===== src/rtl/mips_ctrl_pkg.sv =====
// Shared constants and types for the multi-cycle MIPS control FSM.
package mips_ctrl_pkg;

  // Opcode field values handled by the controller
  localparam logic [5:0] OP_RTYPE = 6'd0;
  localparam logic [5:0] OP_J     = 6'd2;
  localparam logic [5:0] OP_BEQ   = 6'd4;
  localparam logic [5:0] OP_BNE   = 6'd5;
  localparam logic [5:0] OP_ADDI  = 6'd8;
  localparam logic [5:0] OP_SLTI  = 6'd10;
  localparam logic [5:0] OP_LW    = 6'd35;
  localparam logic [5:0] OP_SW    = 6'd43;

  // ALU operation requests (3-bit core encoding)
  localparam logic [2:0] ALU_RTYPE = 3'b000;
  localparam logic [2:0] ALU_SUB   = 3'b001;
  localparam logic [2:0] ALU_ADD   = 3'b010;
  localparam logic [2:0] ALU_SLT   = 3'b011;

  // ALU B-operand select
  localparam logic [1:0] SRCB_RT     = 2'b00;
  localparam logic [1:0] SRCB_FOUR   = 2'b01;
  localparam logic [1:0] SRCB_IMM    = 2'b10;
  localparam logic [1:0] SRCB_IMM_SH = 2'b11;

  // PC source select
  localparam logic [1:0] PCSRC_ALU    = 2'b00;
  localparam logic [1:0] PCSRC_ALUOUT = 2'b01;
  localparam logic [1:0] PCSRC_JUMP   = 2'b10;

  typedef enum logic [3:0] {
    S_RST      = 4'd0,
    S_FETCH    = 4'd1,
    S_DECODE   = 4'd2,
    S_MEM_ADDR = 4'd3,
    S_MEM_RD   = 4'd4,
    S_MEM_WB   = 4'd5,
    S_MEM_WR   = 4'd6,
    S_R_EXEC   = 4'd7,
    S_R_WB     = 4'd8,
    S_I_EXEC   = 4'd9,
    S_I_WB     = 4'd10,
    S_BRANCH   = 4'd11,
    S_JUMP     = 4'd12,
    S_TRAP     = 4'd13
  } state_t;

endpackage


===== src/rtl/ctrl_next_state.sv =====
// Combinational next-state function of the multi-cycle control FSM.
module ctrl_next_state
  import mips_ctrl_pkg::*;
(
  input  state_t     i_state,
  input  logic [5:0] i_op_q,
  input  logic [5:0] i_instr_op,
  input  logic       i_mem_ready,
  output state_t     o_next
);

  // Next state: opcode dispatch in DECODE uses the live opcode, later states the latched one
  always_comb begin
    o_next = i_state;
    case (i_state)
      S_RST:      o_next = S_FETCH;
      S_FETCH:    o_next = i_mem_ready ? S_DECODE : S_FETCH;
      S_DECODE: begin
        case (i_instr_op)
          OP_RTYPE:        o_next = S_R_EXEC;
          OP_J:            o_next = S_JUMP;
          OP_BEQ, OP_BNE:  o_next = S_BRANCH;
          OP_ADDI, OP_SLTI: o_next = S_I_EXEC;
          OP_LW, OP_SW:    o_next = S_MEM_ADDR;
          default:         o_next = S_TRAP;
        endcase
      end
      S_MEM_ADDR: o_next = (i_op_q == OP_LW) ? S_MEM_RD : S_MEM_WR;
      S_MEM_RD:   o_next = i_mem_ready ? S_MEM_WB : S_MEM_RD;
      S_MEM_WB:   o_next = S_FETCH;
      S_MEM_WR:   o_next = i_mem_ready ? S_FETCH : S_MEM_WR;
      S_R_EXEC:   o_next = S_R_WB;
      S_R_WB:     o_next = S_FETCH;
      S_I_EXEC:   o_next = S_I_WB;
      S_I_WB:     o_next = S_FETCH;
      S_BRANCH:   o_next = S_FETCH;
      S_JUMP:     o_next = S_FETCH;
      S_TRAP:     o_next = S_TRAP;
      default:    o_next = S_RST;
    endcase
  end

endmodule


===== src/rtl/multicycle_control.sv =====
// Moore control FSM for the multi-cycle MIPS datapath (FETCH write-enables gated by mem_ready).
module multicycle_control
  import mips_ctrl_pkg::*;
#(
  parameter int ALU_OP_W = 3,
  parameter int STATE_W  = 4
) (
  input  logic                clk_i,
  input  logic                rst_i,
  input  logic [5:0]          instr_op_i,
  input  logic                mem_ready_i,
  output logic                pc_write_o,
  output logic                pc_write_cond_o,
  output logic                ir_write_o,
  output logic                i_or_d_o,
  output logic                mem_read_o,
  output logic                mem_write_o,
  output logic                mem_to_reg_o,
  output logic                reg_write_o,
  output logic                reg_dst_o,
  output logic                alu_src_a_o,
  output logic                branch_ne_o,
  output logic [1:0]          alu_src_b_o,
  output logic [1:0]          pc_src_o,
  output logic [ALU_OP_W-1:0] alu_op_o,
  output logic                illegal_o,
  output logic [STATE_W-1:0]  state_o
);

  state_t     r_state;
  state_t     w_next;
  logic [5:0] r_op_q;
  logic [2:0] w_alu_op;

  ctrl_next_state u_next (
    .i_state     (r_state),
    .i_op_q      (r_op_q),
    .i_instr_op  (instr_op_i),
    .i_mem_ready (mem_ready_i),
    .o_next      (w_next)
  );

  // State register; reset aborts any instruction or pending memory access immediately
  always_ff @(posedge clk_i or negedge rst_i) begin
    if (!rst_i) r_state <= S_RST;
    else        r_state <= w_next;
  end

  // Opcode latch: captured only in DECODE so later opcode changes are ignored
  always_ff @(posedge clk_i or negedge rst_i) begin
    if (!rst_i)                   r_op_q <= '0;
    else if (r_state == S_DECODE) r_op_q <= instr_op_i;
  end

  // Output decode: everything defaults low, each state raises only its own controls
  always_comb begin
    pc_write_o      = 1'b0;
    pc_write_cond_o = 1'b0;
    ir_write_o      = 1'b0;
    i_or_d_o        = 1'b0;
    mem_read_o      = 1'b0;
    mem_write_o     = 1'b0;
    mem_to_reg_o    = 1'b0;
    reg_write_o     = 1'b0;
    reg_dst_o       = 1'b0;
    alu_src_a_o     = 1'b0;
    branch_ne_o     = 1'b0;
    alu_src_b_o     = SRCB_RT;
    pc_src_o        = PCSRC_ALU;
    w_alu_op        = ALU_RTYPE;
    illegal_o       = 1'b0;
    case (r_state)
      S_FETCH: begin
        mem_read_o  = 1'b1;
        alu_src_b_o = SRCB_FOUR;
        w_alu_op    = ALU_ADD;
        ir_write_o  = mem_ready_i;
        pc_write_o  = mem_ready_i;
      end
      S_DECODE: begin
        alu_src_b_o = SRCB_IMM_SH;
        w_alu_op    = ALU_ADD;
      end
      S_MEM_ADDR: begin
        alu_src_a_o = 1'b1;
        alu_src_b_o = SRCB_IMM;
        w_alu_op    = ALU_ADD;
      end
      S_MEM_RD: begin
        mem_read_o = 1'b1;
        i_or_d_o   = 1'b1;
      end
      S_MEM_WB: begin
        reg_write_o  = 1'b1;
        mem_to_reg_o = 1'b1;
      end
      S_MEM_WR: begin
        mem_write_o = 1'b1;
        i_or_d_o    = 1'b1;
      end
      S_R_EXEC: begin
        alu_src_a_o = 1'b1;
        alu_src_b_o = SRCB_RT;
        w_alu_op    = ALU_RTYPE;
      end
      S_R_WB: begin
        reg_write_o = 1'b1;
        reg_dst_o   = 1'b1;
      end
      S_I_EXEC: begin
        alu_src_a_o = 1'b1;
        alu_src_b_o = SRCB_IMM;
        w_alu_op    = (r_op_q == OP_SLTI) ? ALU_SLT : ALU_ADD;
      end
      S_I_WB: begin
        reg_write_o = 1'b1;
      end
      S_BRANCH: begin
        alu_src_a_o     = 1'b1;
        alu_src_b_o     = SRCB_RT;
        w_alu_op        = ALU_SUB;
        pc_write_cond_o = 1'b1;
        pc_src_o        = PCSRC_ALUOUT;
        branch_ne_o     = (r_op_q == OP_BNE);
      end
      S_JUMP: begin
        pc_write_o = 1'b1;
        pc_src_o   = PCSRC_JUMP;
      end
      S_TRAP: begin
        illegal_o = 1'b1;
      end
      default: ;
    endcase
  end

  assign alu_op_o = ALU_OP_W'(w_alu_op);
  assign state_o  = STATE_W'(r_state);

endmodule


===== config.mk =====
export PLATFORM = sky130hd
export DESIGN_NAME = multicycle_control
export DESIGN_NICKNAME = d
export VERILOG_FILES = /design/src/rtl/mips_ctrl_pkg.sv /design/src/rtl/ctrl_next_state.sv /design/src/rtl/multicycle_control.sv
export SDC_FILE = /design/constraint.sdc
export NUM_CORES = 1
export LEC_CHECK = 0
export CAP_MARGIN = 25
export CORE_UTILIZATION = 35
export CTS_BUF_LIST = sky130_fd_sc_hd__clkbuf_2 sky130_fd_sc_hd__clkbuf_4 sky130_fd_sc_hd__clkbuf_8
export CTS_CLUSTER_DIAMETER = 200
export DETAILED_ROUTE_END_ITERATION = 16
export PLACE_DENSITY_LB_ADDON = 0.25
export SLEW_MARGIN = 30
export SYNTH_ARGS = -nofsm -noshare
export SYNTH_HDL_FRONTEND = slang
export SYNTH_HIERARCHICAL = 1
export SYNTH_SLANG_ARGS = --single-unit

===== constraint.sdc =====
create_clock -name clk_i -period 1.2 [get_ports clk_i]
set_input_delay 0.24 -clock clk_i [delete_from_list [all_inputs] [get_ports clk_i]]
set_output_delay 0.24 -clock clk_i [all_outputs]
set_load 0.1 [all_outputs]

==> flow_metrics.tcl <==
set metrics [dict create \
    drive_above_1_share 0.6845 \
    cts.hold.buffers_added 0 \
    end_kind "primary output" \
    cts_buffer_depth 2 \
    timing.final.crit_share 1.524 \
    crit_arrival_ns 1.59 \
    fmax_ghz 0.5469 \
    finish.utilization 0.9156 \
    yosysWarnings 6 \
    violations "negative setup slack" \
    stdcell_count 196 \
    setup_viol 32 \
    timing.final.ws_setup_ns -0.6286 \
    grt_max_degree 14 \
    synth_area_um2 883.3 \
    yosysTopAreaCellShare 0.2833 \
    cts_inserted_buffers 3 \
    outcome "finished with violations" \
    synthesis.nets 106 \
    place_inst 181 \
    die_h_um 52.24 \
    drt_iter0_drc 40 \
    track_usage 0.2376 \
    io_buffers 30 \
    first_pass_iters 4 \
    yosysUniqueCellTypes 42 \
    clk_latency_ns 0.27 \
    critPathMaxStageDelay_ns 0.52 \
    diodes 0 \
    dp_hpwl_mm 2.091 \
    rsz0062_at_grt "yes" \
    grt_pass1_wl_mm 4.712 \
    post_drt_wl_per_cell_um 19.83 \
    grt_overflow 0 \
    clk_pin_slew_ns 0.07 \
    die-area_um2 2729 \
    path_class "register to primary output" \
    yosysTopAreaCell "dfrtp_1" \
    vias 1149 \
    cts_tree "yes" \
    core_area_um2 2297 \
    crit_slowest_cell "dfrtp_4" \
    multi_input_area_um2 815.8 \
    gp_congestion 0.7570 \
    wl_mm 3.886 \
    ys_seq_elements 10 \
    post_drt_via_cell_ratio 5.862 \
    cp-start-kind "register" \
    drv_cap 0 \
    register_area_um2 265.3 \
    cp.buffers_inverters 1 \
    crit_required_ns 0.96 \
    slew_violations 0 \
    grt_pass1_vias 1029 \
    io_pins 32 \
    hp-class "input port to asynchronous set/reset pin" \
    finClkSkew_ns 0.0007658 \
    worstPathCellList "or2b_1 -> a21oi_2 -> buf_12" \
    syn_area_per_cell_um2 9.107 \
    start_util 0.3845 \
    critPathMaxFanout 5 \
    cts_root_buf "clkbuf_4" \
    synthTopCellsByArea "dfrtp_1 28%, mux2_2 7.6%, nand2b_4 4.7%" \
    whs_ns 0.2915 \
    drc_errors 0 \
    clock_sinks 10 \
    hold_viol_final 0 \
    layout.nets 178 \
    fillers 87 \
    fin_crit_ns 1.829 \
    num_rows 17 \
    postSynthCellCount 97 \
    grt_antenna_before_repair 0 \
    cp_top_family "flip-flops" \
    ant_nets 0 \
    chipWidth_um 52.24 \
    ys_seq_area_frac 0.2833 \
    ctsHtreeMaxLevel 1 \
    syn2layout_area_growth_pct 138.1 \
]
## metrics by stage
stage	setup slack (ns)	TNS, ns	cell area [µm²]
final	-0.6286	-14.83	2103
after global routing	-0.6912	-16.21	2103
after floorplan	-1.658	-22.01	1045
after global placement	-0.3715	-6.837	1807
after CTS	-0.5850	-12.98	1963
after detailed placement	-0.4944	-7.494	1807
## state kept, by name (all words and copies together) (netlist names)
register,count
r_op_q,6
state_o,4
## routing by layer
| metal | share of wire | global-route usage |
|---|---|---|
| met5 | 0 | 0 |
| met4 | 0.049 | 0.07895 |
| met3 | 0.054 | 0.02319 |
| met2 | 0.52 | 0.4551 |
| met1 | 0.38 | 0.2708 |
## logic make-up (layout without fill, tap and decap cells)
group	count (synthesis)	in the layout	synth area share
buf+inv	8	79	0.08072
simple gates	49	49	0.3839
mux	6	6	0.07648
other cells	1	1	0.004245
compound gates	22	22	0.1615
flops	10	10	0.2833
xor+xnor	1	1	0.009917
## cells in the mapped netlist, drive strengths merged
| master | n |
|---|---|
| nor2 | 11 |
| dfrtp | 10 |
| nand2b | 7 |
| a21oi | 6 |
| buf | 6 |
| mux2 | 6 |
| nor3 | 6 |
| nand2 | 5 |
| o21ai | 5 |
| and4b | 3 |
| nor4b | 3 |
| nand3 | 2 |
| nand4b | 2 |
| nor3b | 2 |
| o211ai | 2 |
| o31ai | 2 |
| a211oi | 1 |
| a21boi | 1 |
| a222oi | 1 |
| a22oi | 1 |
| a31oi | 1 |
| and2 | 1 |
| clkbuf | 1 |
| conb | 1 |
| inv | 1 |
| nand3b | 1 |
| nor2b | 1 |
| nor4 | 1 |
| nor4bb | 1 |
| o21a | 1 |
| o22ai | 1 |
| or2 | 1 |
| or2b | 1 |
| or3 | 1 |
| xnor2 | 1 |
## timing repair
| item | CTS | global route |
|---|---|---|
| gates resized for setup | 22 | 22 |
| setup endpoints to repair | 32 | 32 |
| pin swaps | 14 | 7 |
| gates cloned | 0 | 0 |
| buffers inserted | 4 | 7 |
## final cells by class
class	count	share of cell area
Timing Repair Buffer	74	0.4533
Multi-Input combinational cell	79	0.3879
Sequential cell	10	0.1261
Tap cell	28	0.01666
Clock buffer	4	0.01428
Inverter	1	0.001785
## placed cells by master (no fill, tap or decap), drive strengths merged, types with 2 or more instances in the layout
master,instances
a21oi,6
nor3b,2
o21ai,5
dfrtp,10
nand3,2
o31ai,2
mux2,6
dlygate4sd2,4
clkdlybuf4s50,4
o211ai,2
clkbuf,4
nor2,11
nor3,6
nand2b,7
buf,66
nor4b,3
nand4b,2
nand2,5
and4b,3
## worst paths after layout
path	startpoint	to	slack, ns	depth (start not counted)
worst max-delay path	state_o[3]$_DFF_PN0_	alu_op_o[1]	-0.63	3
worst min-delay path	rst_i	r_op_q[3]$_DFFE_PN0P_	0.29	1
worst max register to register	state_o[1]$_DFF_PN0_	state_o[0]$_DFF_PN0_	-0.61	6
worst min register to register	r_op_q[4]$_DFFE_PN0P_	r_op_q[4]$_DFFE_PN0P_	0.70	2
max in group asynchronous	rst_i	state_o[0]$_DFF_PN0_	0.54	1
min in group clk_i	instr_op_i[3]	r_op_q[3]$_DFFE_PN0P_	0.49	3
Power is left out: the tool's default activity adds up to more than one toggle a clock period on the data nets, which glitch-free logic cannot reach.
